### config.mk
export PLATFORM = sky130hd
export DESIGN_NAME = cr_fifo_sync_1c
export DESIGN_NICKNAME = d
export VERILOG_FILES = /design/src/rtl/cr_fifo_sync_1c.sv
export SDC_FILE = /design/constraint.sdc
export NUM_CORES = 1
export LEC_CHECK = 0
export CAP_MARGIN = 20
export CORE_MARGIN = 2
export CORE_UTILIZATION = 59
export CTS_CLUSTER_DIAMETER = 60
export CTS_CLUSTER_SIZE = 14
export DETAILED_ROUTE_END_ITERATION = 8
export HOLD_SLACK_MARGIN = 0.06
export PLACE_DENSITY = 0.88
export SETUP_SLACK_MARGIN = 0.4
export SYNTH_ARGS = -nofsm -noshare
export SYNTH_HDL_FRONTEND = slang
export SYNTH_SLANG_ARGS = --single-unit
### constraint.sdc
create_clock -name Clk -period 3.9 [get_ports Clk]
set_input_delay 0.585 -clock Clk [delete_from_list [all_inputs] [get_ports Clk]]
set_output_delay 0.585 -clock Clk [all_outputs]
set_load 0.1 [all_outputs]
### src/rtl/cr_fifo_sync_1c.sv
// cr_fifo_sync_1c: single-clock synchronous FIFO with private storage array.
// Occupancy counter, registered Full/Empty/AlmostFull/AlmostEmpty flags,
// sticky Overflow/Underflow, synchronous flush and a choice between a
// registered standard read port and a first-word-fall-through read port.
module cr_fifo_sync_1c #(
    parameter int pWidth    = 8,
    parameter int pAddrSize = 4,
    parameter int pFwft     = 0,
    parameter int pAfThresh = (1 << pAddrSize) - 2,
    parameter int pAeThresh = 1
) (
    input  logic                 Clk,
    input  logic                 Rst_n,
    input  logic                 Clr,
    input  logic                 WrEn,
    input  logic [pWidth-1:0]    WrData,
    input  logic                 RdEn,
    output logic [pWidth-1:0]    RdData,
    output logic                 RdValid,
    output logic                 Full,
    output logic                 Empty,
    output logic                 AlmostFull,
    output logic                 AlmostEmpty,
    output logic [pAddrSize:0]   Count,
    output logic                 Overflow,
    output logic                 Underflow
);

    localparam int DEPTH = 1 << pAddrSize;

    // Thresholds and depth expressed at the counter width so every flag
    // comparison is a same-width unsigned compare.
    localparam logic [pAddrSize:0] DEPTH_C = DEPTH[pAddrSize:0];
    localparam logic [pAddrSize:0] AF_TH   = pAfThresh[pAddrSize:0];
    localparam logic [pAddrSize:0] AE_TH   = pAeThresh[pAddrSize:0];

    localparam bit PARAMS_OK = (pWidth >= 1) && (pAddrSize >= 1) &&
                               ((pFwft == 0) || (pFwft == 1)) &&
                               (pAfThresh >= 1) && (pAfThresh <= DEPTH) &&
                               (pAeThresh >= 0) && (pAeThresh <= DEPTH - 1);

    // Storage; contents are deliberately not reset.
    logic [pWidth-1:0]    mem [DEPTH];

    logic [pAddrSize-1:0] wptr_reg, wptr_next;
    logic [pAddrSize-1:0] rptr_reg, rptr_next;
    logic [pAddrSize:0]   count_reg, count_next;
    logic                 full_reg, full_next;
    logic                 empty_reg, empty_next;
    logic                 af_reg, af_next;
    logic                 ae_reg, ae_next;
    logic                 ovf_reg, ovf_next;
    logic                 unf_reg, unf_next;

    logic                 push_ok;
    logic                 pop_ok;

    // Acceptance uses the registered (pre-edge) Full/Empty, so a pop never
    // makes room for a same-cycle push and a push never feeds a same-cycle pop.
    always_comb begin
        push_ok = WrEn && !full_reg && !Clr;
        pop_ok  = RdEn && !empty_reg && !Clr;
    end

    // Next-state for pointers, occupancy, flags and sticky errors.
    always_comb begin
        wptr_next  = wptr_reg;
        rptr_next  = rptr_reg;
        count_next = count_reg;
        ovf_next   = ovf_reg;
        unf_next   = unf_reg;

        if (Clr) begin
            // Flush wins over everything, including a same-cycle error set.
            wptr_next  = '0;
            rptr_next  = '0;
            count_next = '0;
            ovf_next   = 1'b0;
            unf_next   = 1'b0;
        end else begin
            if (push_ok) begin
                wptr_next = wptr_reg + 1'b1;
            end
            if (pop_ok) begin
                rptr_next = rptr_reg + 1'b1;
            end
            case ({push_ok, pop_ok})
                2'b10:   count_next = count_reg + 1'b1;
                2'b01:   count_next = count_reg - 1'b1;
                default: count_next = count_reg;
            endcase
            if (WrEn && full_reg) begin
                ovf_next = 1'b1;
            end
            if (RdEn && empty_reg) begin
                unf_next = 1'b1;
            end
        end

        // Flags come from the next count so they line up with Count.
        full_next  = (count_next == DEPTH_C);
        empty_next = (count_next == '0);
        af_next    = (count_next >= AF_TH);
        ae_next    = (count_next <= AE_TH);
    end

    // Control state register with asynchronous active-low reset.
    always_ff @(posedge Clk or negedge Rst_n) begin
        if (!Rst_n) begin
            wptr_reg  <= '0;
            rptr_reg  <= '0;
            count_reg <= '0;
            full_reg  <= 1'b0;
            empty_reg <= 1'b1;
            af_reg    <= 1'b0;
            ae_reg    <= 1'b1;
            ovf_reg   <= 1'b0;
            unf_reg   <= 1'b0;
        end else begin
            wptr_reg  <= wptr_next;
            rptr_reg  <= rptr_next;
            count_reg <= count_next;
            full_reg  <= full_next;
            empty_reg <= empty_next;
            af_reg    <= af_next;
            ae_reg    <= ae_next;
            ovf_reg   <= ovf_next;
            unf_reg   <= unf_next;
        end
    end

    // Storage write port.
    always_ff @(posedge Clk) begin
        if (push_ok) begin
            mem[wptr_reg] <= WrData;
        end
    end

    generate
        if (pFwft == 0) begin : g_std
            logic [pWidth-1:0] rd_data_reg;
            logic              rd_valid_reg;

            // Registered read: data captured on the pop edge, valid for one cycle.
            // A flush clears RdValid but leaves the last word on RdData.
            always_ff @(posedge Clk or negedge Rst_n) begin
                if (!Rst_n) begin
                    rd_data_reg  <= '0;
                    rd_valid_reg <= 1'b0;
                end else begin
                    rd_valid_reg <= pop_ok;
                    if (pop_ok) begin
                        rd_data_reg <= mem[rptr_reg];
                    end
                end
            end

            assign RdData  = rd_data_reg;
            assign RdValid = rd_valid_reg;
        end else begin : g_fwft
            // Head word is always presented; RdEn only acknowledges it.
            assign RdData  = mem[rptr_reg];
            assign RdValid = !empty_reg;
        end
    endgenerate

    assign Full        = full_reg;
    assign Empty       = empty_reg;
    assign AlmostFull  = af_reg;
    assign AlmostEmpty = ae_reg;
    assign Count       = count_reg;
    assign Overflow    = ovf_reg;
    assign Underflow   = unf_reg;

    // Parameter legality check for simulation.
    always @(posedge Clk) begin
        assert (PARAMS_OK)
        else $error("cr_fifo_sync_1c: illegal parameter combination");
    end

endmodule

Word level (Yosys, flattened, before mapping)
Memory sizes are Yosys's and may differ from the RTL's. A register that Yosys moved wholly into a read port is not among the register bits.
Cells that the tools add are included.
{"block": "op_classes", "n_addsub": 4, "multipliers": 0, "div_mod_pow": 0, "magnitude_cmp": 2, "eq_ne": 3, "shifts": 0, "n_mux": 12, "bitwise_logic": 0, "n_reduce_logical": 15}
{"cell": "$mux W4", "count": 4}
{"cell": "$pmux W5 S2", "count": 1}
{"cell": "$add A4 B1 Y4 const B", "count": 2}
{"cell": "$reduce_bool A2 Y1", "count": 4}
{"cell": "$logic_and A1 B1 Y1", "count": 6}
{"cell": "$mux W1", "count": 6}
{"cell": "$add A5 B1 Y5 const B", "count": 1}
{"cell": "$eq A5 B5 Y1 const B", "count": 1}
{"cell": "$ge A5 B4 Y1 const B", "count": 1}
{"cell": "$le A5 B1 Y1 const B", "count": 1}
{"cell": "$logic_not A5 Y1", "count": 1}
{"cell": "$mux W5", "count": 1}
{"cell": "$sub A5 B1 Y5 const B", "count": 1}
{"cell": "$logic_not A1 Y1", "count": 4}
{"cell": "$eq A2 B1 Y1 const B", "count": 1}
{"cell": "$eq A2 B2 Y1 const B", "count": 1}
{"block": "word_totals", "regBits": 20, "latch_bits": 0, "mem_bits_rw": 128, "mem_bits_ro": 0, "output_inout_bits": 20, "wordCells": 47, "mem_count": 1}
{"name": "mem", "depth": 16, "width": 8, "read_ports": 1, "rd_clocked_by_memory_dff": 1, "wr": 1, "line_no": "43", "source": "logic [pWidth-1:0] mem [DEPTH];"}

Logic depth before layout (Yosys ltp)
Gate-level depths: netlist of the first run.
{"block": "logic_depth", "word_depth": 7, "mapped_depth": 11, "depth_no_buf": 10}

Worst setup path before layout of the first run
No wires, ideal clock.
{"block": "synth_timing", "path_type": "in2reg", "from": "input Clr", "to": "register af_reg (netlist: AlmostFull)", "setup_time_ns": 0.120, "t_arrival_ns": 2.916, "required_ns": 3.780, "slack_ns": 0.864, "cell_stages": 11, "n_path_buf": 1, "cell_sequence": "or3b_4 > clkinv_1 > clkbuf_1 > nand2_1 > xnor2_1 > ha_1 > o41ai_1 > nand3_1 > a211oi_2 > mux2_2 > a31o_2"}
{"block": "synth_between", "elab_chain_len": 6, "elab_cells_between_ends": 8, "classes_between": "order compare: 1; eq/ne: 2; mux: 2; reduce/logical: 3"}
{"item": "start, declared", "line_no": "14", "source": "input logic Clr,"}
{"item": "$logic_not A1 Y1", "line_no": "61, 62"}
{"item": "$logic_and A1 B1 Y1, on equally long branches", "line_no": "62, 61"}
{"item": "$eq A2 B1 Y1 / $eq A2 B2 Y1 (equally long branches)", "line_no": "87", "source": "case ({push_ok, pop_ok})"}
{"item": "$pmux W5 S2", "line_no": "87"}
{"item": "$mux W5 (*)", "line_no": "73", "source": "if (Clr) begin"}
{"item": "net count_next[4]", "line_no": "47", "source": "logic [pAddrSize:0] count_reg, count_next;"}
{"item": "$ge A5 B4 Y1 (*)", "line_no": "103", "source": "af_next = (count_next >= AF_TH);"}
{"item": "net af_next", "line_no": "50", "source": "logic af_reg, af_next;"}
{"item": "end signal, assigned", "line_no": "125", "source": "af_reg <= af_next;"}
{"item": "end, declared", "line_no": "50"}
The timed path passes the listed nets; every way through them passes the cells marked *.
A chain may end at the register's enable or synchronous reset.

Final worst setup path of the first run
{"block": "layout_timing", "from": "input RdEn", "to": "register empty_reg (netlist: Empty)"}
{"block": "layout_between", "elab_chain_len": 6, "elab_cells_between_ends": 7, "classes_between": "eq/ne: 2; mux: 2; reduce/logical: 3"}
{"item": "start, declared", "line_no": "17", "source": "input logic RdEn,"}
{"item": "$logic_and A1 B1 Y1 (*) (2 in series)", "line_no": "62", "source": "pop_ok = RdEn && !empty_reg && !Clr;"}
{"item": "$eq A2 B1 Y1 / $eq A2 B2 Y1 (equally long branches)", "line_no": "87"}
{"item": "$pmux W5 S2 (*)", "line_no": "87"}
{"item": "$mux W5 (*)", "line_no": "73"}
{"item": "net count_next[4]", "line_no": "47"}
{"item": "$logic_not A5 Y1 (*)", "line_no": "102", "source": "empty_next = (count_next == '0);"}
{"item": "net empty_next", "line_no": "49", "source": "logic empty_reg, empty_next;"}
{"item": "end signal, assigned", "line_no": "124", "source": "empty_reg <= empty_next;"}
{"item": "end, declared", "line_no": "49"}
Marked as above.

==> impl_metrics.tcl, run 1 <==
set metrics [dict create \
    row_count 37 \
    r2r_slack_ns 0.68 \
    path_buf_inv 2 \
    core-area_um2 10300 \
    timing.final.crit_period_ns 3.36 \
    hpwlAfterDp_um 8060 \
    num_vias 3253 \
    cts_buffers 17 \
    clkSlewWorstSetupHoldPaths_ns 0.06 \
    ys_ff_latch 156 \
    cts_sinks 156 \
    clockBufferDepth 2 \
    nNetsFinal 400 \
    cp.arrival_ns 3.76 \
    r2r_end "Empty" \
    rr_worst_depth 10 \
    ys_seq_area_frac 0.722 \
    postCtsSetupBuffers 0 \
    grt_pass1_vias 3401 \
    p_total_uw 4220 \
    fin_crit_sh 0.862 \
    required_ns 4.30 \
    crit_type "input port to flop" \
    clockRootBuffer "clkbuf_8" \
    rsz0062_at_grt "false" \
    io_buffers 32 \
    largest_register "mem" \
    routed_wl_um 13100 \
    grt_start_max_net_pins 36 \
    post_drt_wl_per_cell_um 24.8 \
    diodes 0 \
    timing.rr.start "Empty" \
    end_kind "flop" \
    worstMarginPinSlew_ns 0.987 \
    initial_core_util 0.610 \
    timing.critical_path.slowest_cell_delay_ns 0.49 \
    clock_skew_ns 0.00635 \
    crit_family "simple AND/OR/NAND/NOR gates" \
    overflow 0 \
    cts_hold_buffers 0 \
    drive_gt1_frac 0.216 \
    ir_drop_mv 0.498 \
    place_congestion 0.817 \
    worst_path_max_delay_cell "clkdlybuf4s50_1" \
    power_leakage_uw 0.00247 \
    antenna_found_initial 0 \
    powerDensity_nw_per_um2 578 \
    relSlewSlack 0.340 \
    fillers 587 \
    dr.pass1.iters 5 \
    die_area_um2 11500 \
    avgSynthCellArea_um2 18.5 \
    ioPinCount 33 \
    htreeDepth 4 \
    via_per_inst 6.15 \
    die-height_um 107 \
    grt_first_pass_wirelength_um 20200 \
    hold_violations 0 \
    cts_tree "yes" \
    yosysUniqueCellTypes 45 \
    cp-start-kind "input port" \
    status "finished clean" \
    ant_nets 0 \
    clock_latency_ns 0.53 \
    syn-num-nets 361 \
    yosys_warnings 0 \
    drtIter0Drc 350 \
    fmax_mhz 297 \
    slew_violations 0 \
    finalSetupTns_ns 0 \
    syn_area_um2 6300 \
    finalSetupViolCount 0 \
    utilization 0.706 \
    dp.cells 497 \
    largest_reg_flops 128 \
    hold_class "input port to async pin" \
    die_w_um 107 \
    max-cap-violations 0 \
    synthToLayoutAreaGrowth_pct 15.7 \
    cts.repair.resized 0 \
    fin_cells 529 \
    route.detailed.drc 0 \
    cp_cell_sequence "clkdlybuf4s50_1 -> or3b_4 -> clkinv_1 -> nand2_1 -> xnor2_1 -> ha_1 -> o41ai_1 -> nand3_1 -> a211oi_2 -> mux2_2 -> nor4_1" \
    worstPathMaxFanout 13 \
    synthCells 341 \
    grtUsageTotal 0.251 \
]
## cells by family after synthesis
family          after synthesis  share of synthesized area
flops                       156                      0.722
simple gates                 84                     0.0638
mux                          44                      0.150
buf+inv                      24                     0.0171
compound gates               17                     0.0207
xor+xnor                      9                     0.0125
fa+ha+maj                     7                     0.0139
## power breakdown
part,switching [µW],internal [µW],leakage [µW]
Combinational,559,226,0.000701
Clock,651,852,0.000250
Sequential,57.2,1870,0.00152
Total,1270,2950,0.00247
## per-layer routing
| layer | vias to the layer above | global-route usage | wire, µm | part of all wire |
|---|---|---|---|---|
| met5 | - | 0 | 0 | 0 |
| met4 | 0 | 0.0797 | 252 | 0.019 |
| met3 | 18 | 0.0617 | 835 | 0.064 |
| met2 | 151 | 0.421 | 6940 | 0.53 |
| met1 | 1672 | 0.330 | 5070 | 0.39 |
| li1 | 1412 | - | - | - |
## how the worst max path moves through the flow
stage / cells after the start / to / from / slack, ns
2_1_floorplan: 11 / AlmostFull / Clr / 0.86
3_3_place_gp: 11 / AlmostFull / RdEn / 0.36
3_5_place_dp: 11 / Empty / RdEn / 0.22
4_1_cts: 11 / Empty / RdEn / 0.61
5_1_grt: 11 / Empty / RdEn / 0.49
6_report: 11 / Empty / RdEn / 0.54
## cell type report
| cell class | count | area (µm²) | share of cell area |
|---|---|---|---|
| sequential | 156 | 4550 | 0.624 |
| multi-input combinational | 161 | 1650 | 0.226 |
| clock buffer | 20 | 425 | 0.0583 |
| timing repair buffer | 38 | 365 | 0.0501 |
| tap | 136 | 170 | 0.0233 |
| clock inverter | 12 | 115 | 0.0158 |
| inverter | 6 | 22.5 | 0.00309 |
## cell usage after synthesis, drive strengths merged
cell type	instances	share of area
clkinv	1	0.00060
nand2b	3	0.0030
clkbuf	10	0.0062
nand3	1	0.00079
dfrtp	26	0.10
a31o	1	0.0014
dfstp	2	0.0083
buf	8	0.0073
nor2b	4	0.0040
a32oi	1	0.0014
nand2	31	0.018
nor3	4	0.0032
a21oi	6	0.0054
and3	1	0.00099
xor2	6	0.0083
o211ai	2	0.0032
and2	12	0.012
o31ai	1	0.0012
nor3b	1	0.0012
xnor2	3	0.0042
mux2	2	0.0042
nand4	2	0.0020
ha	7	0.014
a21o	1	0.0012
or3b	1	0.0018
mux2i	2	0.0032
o41ai	1	0.0014
a211oi	1	0.0020
inv	5	0.0030
or4	1	0.0012
a31oi	1	0.00099
mux4	40	0.14
nor4	2	0.0020
nor2	20	0.012
nor4b	1	0.0014
o2111ai	1	0.0014
edfxtp	128	0.61
a21boi	1	0.0012
## per-stage QoR
step,hold slack [ns],area [µm²],worst slack (ns)
global placement,0.472,6750,0.358
CTS,0.417,7290,0.607
global route,0.454,7290,0.486
detailed placement,0.476,6750,0.220
floorplan,0.289,6300,0.864
finish,0.431,7290,0.537
## cell usage in the layout (no fill, tap or decap), types with 2 or more instances in the layout
master           count
edfxtp_1           128
mux4_2              40
clkdlybuf4s50_1     32
nand2_1             31
dfrtp_1             25
nor2_1              20
clkbuf_16           16
and2_1              12
ha_1                 7
xor2_1               6
buf_4                6
inv_1                5
a21oi_1              5
clkinvlp_4           5
nor2b_1              4
nor3_1               4
nand2b_1             3
xnor2_1              3
clkbuf_1             3
dfstp_2              2
mux2i_1              2
nor4_1               2
nand4_1              2
clkinv_2             2
inv_6                2
No activity file was read; power rests on OpenSTA's default activity.
==> run 2: changes to the inputs <==
--- a/config.mk
+++ b/config.mk
@@ -5,6 +5,7 @@
 export SDC_FILE = /design/constraint.sdc
 export NUM_CORES = 1
 export LEC_CHECK = 0
+export ABC_AREA = 1
 export CAP_MARGIN = 20
 export CORE_MARGIN = 2
 export CORE_UTILIZATION = 59
==> constraint.sdc (replaced) <==
create_clock -name Clk -period 3.9 [get_ports Clk]
set_input_delay 0.78 -clock Clk [delete_from_list [all_inputs] [get_ports Clk]]
set_output_delay 0.78 -clock Clk [all_outputs]
set_load 0.1 [all_outputs]
==> run 2 against run 1 <==
Compared with the run above:
- synthesized area increased by 2.4%
- hold slack gained 0.058 ns
- design area rose by 3.9%
- die area is 2.3% higher
- routed wire length up 18%
- global-route usage is 2.4 points higher
==> impl_metrics.tcl, run 2 <==
set metrics [dict create \
    status "finished clean" \
    fin_crit_sh 0.786 \
    yosysUniqueCellTypes 30 \
    cts_sinks 156 \
    hold_path_depth 2 \
    largest_reg_flops 128 \
    core-area_um2 10700 \
    route.detailed.drc 0 \
    clockBufferDepth 2 \
    finalSetupTns_ns 0 \
    timing.final.crit_period_ns 3.07 \
    holdWs_ns 0.488 \
    antenna_found_initial 0 \
    fin_cells 742 \
    row_count 38 \
    cts.repair.resized 0 \
    final_cell_mix "edfxtp_1, nor2_1, o21ai_0, nand2_1, o22ai_1" \
    cts_tree "yes" \
    max-cap-violations 0 \
    place_congestion 0.975 \
    rsz0062_at_grt "false" \
    mostFrequentLayoutCell "edfxtp_1" \
    ys_ff_latch 156 \
    ys_seq_area_frac 0.705 \
    async_flop_share 0.179 \
    diodes 0 \
    via_per_inst 6.32 \
    avgSynthCellArea_um2 11.8 \
    synth_common_cells "edfxtp_1, nor2_1, o21ai_0, nand2_1, o22ai_1" \
    synth_top_area_share 0.596 \
    slew_violations 0 \
    ys_top_cells_by_area "edfxtp_1, dfrtp_1, nor2_1, o21ai_0, o22ai_1" \
    io_buffers 32 \
    syn-num-nets 567 \
    largest_register "mem" \
    timing.rr.start "rptr_reg[1]" \
    relSlewSlack 0.335 \
    overflow 0 \
    cts_hold_buffers 0 \
    cts_buffers 17 \
    yosysMostFrequentCell "edfxtp_1" \
    hpwlAfterDp_um 9120 \
    dr.pass1.iters 6 \
    timing.critical_path.slowest_cell_delay_ns 1.15 \
    die-height_um 109 \
    hold_class "flop to flop" \
    ys.flop_type "edfxtp_1" \
    clock_skew_ns 0.0138 \
    yosys_warnings 0 \
    utilization 0.705 \
    holdCritStartpoint "RdData[7]" \
    cp_cell_sequence "clkdlybuf4s50_1" \
    cp-start-kind "flop" \
    ir_drop_mv 0.598 \
    post-synth-top-area-cell "edfxtp_1" \
    place_ws_ns 0.749 \
    routed_wl_um 15500 \
    postLayoutSetupSlackWorst_ns 0.833 \
    ioPinCount 33 \
    post_drt_wl_per_cell_um 20.8 \
    initial_core_util 0.600 \
    r2r_end "RdData[1]" \
    ant_nets 0 \
    die_area_um2 11800 \
    htreeDepth 4 \
    synth_edf_count 128 \
    die_w_um 109 \
    rr_worst_depth 8 \
    clock_latency_ns 0.54 \
    crit_family "buffers and inverters" \
    synthToLayoutAreaGrowth_pct 17.4 \
    required_ns 3.12 \
    finalSetupViolCount 0 \
    drtIter0Drc 667 \
    crit_type "flop to primary output" \
    clockRootBuffer "clkbuf_8" \
    grtUsageTotal 0.275 \
    worst_path_max_delay_cell "clkdlybuf4s50_1" \
    path_buf_inv 1 \
    cp.arrival_ns 2.29 \
    worstMarginPinSlew_ns 0.994 \
    grt_first_pass_wirelength_um 23500 \
    syn_area_um2 6450 \
    grt_start_max_net_pins 68 \
    hold_end "RdData[7]" \
    fillers 681 \
    hold_violations 0 \
    postCtsSetupBuffers 0 \
    r2r_slack_ns 1.52 \
    power_leakage_uw 0.00274 \
    drive_gt1_frac 0.118 \
    clkSlewWorstSetupHoldPaths_ns 0.06 \
    fmax_mhz 326 \
    nNetsFinal 609 \
    dp.cells 710 \
    grt_pass1_vias 4353 \
    synthCells 547 \
    worstPathMaxFanout 4 \
    powerDensity_nw_per_um2 668 \
    num_vias 4688 \
    end_kind "primary output" \
]
-- run 2: cell types whose count changed in the layout (fill, tap and decap cells not counted), sizes merged, moves of 9 or more --
cell,change
o21ai,+92
o22ai,+40
nand3,+12
nand2,+24
buf,+11
and2,-12
inv,+24
mux4,-40
nor2,+79
nor3,+9
-- run 2: how the worst max path moves through the flow --
stage,to,from,depth (start not counted)
2_1_floorplan,Full,Full,13
3_3_place_gp,Full,Clr,14
3_5_place_dp,AlmostEmpty,Clr,15
4_1_cts,Empty,Empty,1
5_1_grt,Empty,Empty,1
6_report,Empty,Empty,1
-- run 2: through the flow --
stage / area (µm²) / total power (µW)
floorplan: 6450 / 3010
global route: 7580 / 5200
finish: 7580 / 5060
CTS: 7580 / 5050
global placement: 6940 / 3320
detailed placement: 6970 / 3360
-- run 2: kinds of logic after synthesis --
family,Yosys count,synth area share
simple gates,185,0.124
flops,156,0.705
xor+xnor,2,0.00272
fa+ha+maj,7,0.0136
compound gates,142,0.118
buf+inv,55,0.0370
-- run 2: power breakdown --
group	leakage [µW]	total (µW)	switching [µW]	internal, µW
Combinational	0.000939	1390	1070	321
Clock	0.000290	1700	655	1040
Sequential	0.00152	1980	75.9	1900
-- run 2: area by class of cell --
cell class                 instances  area (µm²)  share of cell area
inverter                          29         111              0.0147
sequential                       156        4550               0.600
clock buffer                      18         418              0.0552
clock inverter                    14         191              0.0253
timing repair buffer              49         468              0.0618
tap                              140         175              0.0231
multi-input combinational        336        1670               0.220
-- run 2: layer usage --
layer  share of wire  up-vias  routed length (µm)  track usage
li1                -     2044                   -            -
met5               0        -                   0            0
met1            0.37     2224                5680        0.364
met4           0.048        0                 745        0.131
met3           0.099       80                1530       0.0561
met2            0.49      340                7520        0.441
==> run 3: changes to the inputs <==
--- a/config.mk
+++ b/config.mk
@@ -8,12 +8,12 @@
 export ABC_AREA = 1
 export CAP_MARGIN = 20
 export CORE_MARGIN = 2
-export CORE_UTILIZATION = 59
+export CORE_UTILIZATION = 54
 export CTS_CLUSTER_DIAMETER = 60
 export CTS_CLUSTER_SIZE = 14
 export DETAILED_ROUTE_END_ITERATION = 8
 export HOLD_SLACK_MARGIN = 0.06
-export PLACE_DENSITY = 0.88
+export PLACE_DENSITY = 0.85
 export SETUP_SLACK_MARGIN = 0.4
 export SYNTH_ARGS = -nofsm -noshare
 export SYNTH_HDL_FRONTEND = slang
==> constraint.sdc (replaced) <==
create_clock -name Clk -period 2.8 [get_ports Clk]
set_input_delay 0.56 -clock Clk [delete_from_list [all_inputs] [get_ports Clk]]
set_output_delay 0.56 -clock Clk [all_outputs]
set_load 0.1 [all_outputs]
==> run 3 against run 2 <==
Compared with the run above:
- setup slack worse by 0.33 ns
- register-to-register slack worse by 1.0 ns
- clock skew down 0.0032 ns
- via count down 2.8%
- total power up 38%
- hold slack better by 0.0044 ns
- count of clock-buffer cells in the layout unchanged
- largest power group unchanged
==> impl_metrics.tcl, run 3 (synthesized netlist as in run 2, its figures left out) <==
set metrics [dict create \
    status "finished clean" \
    worstMarginPinSlew_ns 0.696 \
    r2r_slack_ns 0.52 \
    fmax_mhz 435 \
    finalSetupViolCount 0 \
    p_clk_frac 0.326 \
    mostFrequentLayoutCell "edfxtp_1" \
    clock_latency_ns 0.43 \
    p_switching_uw 2490 \
    area.sequential_um2 4550 \
    hold_violations 0 \
    rr_worst_depth 13 \
    clkSlewWorstSetupHoldPaths_ns 0.06 \
    combPwrFrac 0.278 \
    crit_family "buffers and inverters" \
    p_int_uw 4470 \
    die_w_um 113 \
    cts_buffers 17 \
    largest_register "mem" \
    ir_drop_mv 0.741 \
    dr.pass1.iters 6 \
    hpwlAfterDp_um 8970 \
    hold_end "RdData[1]" \
    io_buffers 32 \
    cp.arrival_ns 2.59 \
    timing.rr.start "Empty" \
    timing.final.crit_period_ns 2.30 \
    drive_gt1_frac 0.169 \
    antenna_found_initial 0 \
    overflow 0 \
    switching_share 0.358 \
    postLayoutSetupSlackWorst_ns 0.499 \
    place_ws_ns 0.173 \
    utilization 0.657 \
    worstPathMaxFanout 10 \
    cts_sinks 156 \
    cp-start-kind "input port" \
    nNetsFinal 618 \
    hold_path_depth 2 \
    largest_reg_flops 128 \
    clockRootBuffer "clkbuf_16" \
    grt_start_max_net_pins 68 \
    post_drt_wl_per_cell_um 20.4 \
    placed_area_um2 6960 \
    ioPinCount 33 \
    via_per_inst 6.05 \
    power_frac_seq 0.397 \
    relSlewSlack 0.535 \
    htreeDepth 4 \
    r2r_end "AlmostFull" \
    crit_type "input port to flop" \
    cp_cell_sequence "clkdlybuf4s50_1 -> buf_4 -> nor2_2 -> nand3b_1 -> nand2_1 -> ha_1 -> a21oi_2 -> xor2_1 -> nand2_1 -> nand2_2 -> inv_2 -> nand2_1 -> o21ai_1" \
    multi_input_area_um2 1680 \
    routed_wl_um 15400 \
    required_ns 3.08 \
    path_buf_inv 3 \
    clockBufferDepth 2 \
    fillers 788 \
    core-area_um2 11500 \
    finalSetupTns_ns 0 \
    slew_violations 0 \
    grtUsageTotal 0.245 \
    drtIter0Drc 542 \
    place_congestion 0.914 \
    cts_tree "yes" \
    worst_path_max_delay_cell "clkdlybuf4s50_1" \
    hold_class "flop to flop" \
    rsz0062_at_grt "false" \
    diodes 0 \
    die_area_um2 12800 \
    initial_core_util 0.560 \
    power_leakage_uw 0.00281 \
    worst_path_most_repeated_cell "nand2_1" \
    ant_nets 0 \
    synthToLayoutAreaGrowth_pct 17.3 \
    end_kind "flop" \
    max-cap-violations 0 \
    die-height_um 113 \
    grt_pass1_vias 4379 \
    num_vias 4559 \
    route.detailed.drc 0 \
    final_cell_mix "edfxtp_1, nor2_1, o21ai_0, nand2_1, buf_4" \
    grt_first_pass_wirelength_um 23300 \
    fin_area_um2 7570 \
    powerDensity_nw_per_um2 920 \
    clock_skew_ns 0.0106 \
    row_count 39 \
    timing.critical_path.slowest_cell_delay_ns 0.50 \
    fin_crit_sh 0.822 \
    holdCritStartpoint "RdData[1]" \
]
run 3: cell count changes in the layout (fill, tap and decap cells not counted), sizes merged:
cell / previous run / this run
buf: 17 / 46
bufinv: 4 / 3
clkdlybuf4s50: 32 / 11
clkinv: 4 / 7
dlymetal6s2s: 0 / 1
inv: 32 / 30
run 3: timing repair:
action                     4_1_cts  5_1_grt
setup endpoints to repair        0        4
buffers inserted                 0        3
hold buffers                     0        0
resized for setup                0        5
hold endpoints to repair         0        0
run 3: layout make-up:
type,instances,area share
sequential,156,0.601
clock inverter,14,0.0200
multi-input combinational,336,0.222
tap,143,0.0236
inverter,29,0.0147
timing repair buffer,58,0.0618
clock buffer,18,0.0567
run 3: worst reg2reg max path: stages (launching register included):
cell and delay, ns:
dfstp_4 0.66, inv_1 0.06, nand2_2 0.11, nor2_2 0.06, nand3b_1 0.09, nand2_1 0.09
ha_1 0.20, a21oi_2 0.16, xor2_1 0.22, nand2_1 0.15, nand2_2 0.14, inv_2 0.04
nand2_1 0.05, o21ai_1 0.11
run 3: power groups by stage:
stage	Clock [µW]	Combinational, µW	Sequential (µW)
5_1_grt	2390	2030	2770
3_5_place_dp	0	1860	2800
6_report	2270	1930	2760
3_3_place_gp	0	1820	2790
4_1_cts	2260	1890	2750
2_1_floorplan	0	701	3500
run 3: how the worst max path moves through the flow:
stage | from | end | slack, ns | depth (start not counted)
floorplan | Empty | Full | 0.46 | 13
global placement | WrEn | Full | 0.23 | 13
detailed placement | RdEn | AlmostEmpty | 0.17 | 15
CTS | RdEn | AlmostFull | 0.49 | 14
global route | Clr | AlmostFull | 0.36 | 13
finish | Clr | AlmostFull | 0.50 | 13
run 3: routing by layer:
| metal | track usage | wire length (µm) |
|---|---|---|
| met5 | 0 | 0 |
| met4 | 0.113 | 526 |
| met3 | 0.0616 | 1230 |
| met2 | 0.399 | 7920 |
| met1 | 0.314 | 5700 |
run 3: per-stage QoR:
stage | instances | hold WS (ns) | power (µW)
global placement | 719 | 0.469 | 4610
global route | 754 | 0.520 | 7190
detailed placement | 719 | 0.474 | 4660
finish | 754 | 0.493 | 6970
CTS | 751 | 0.492 | 6910
floorplan | 547 | 0.264 | 4200
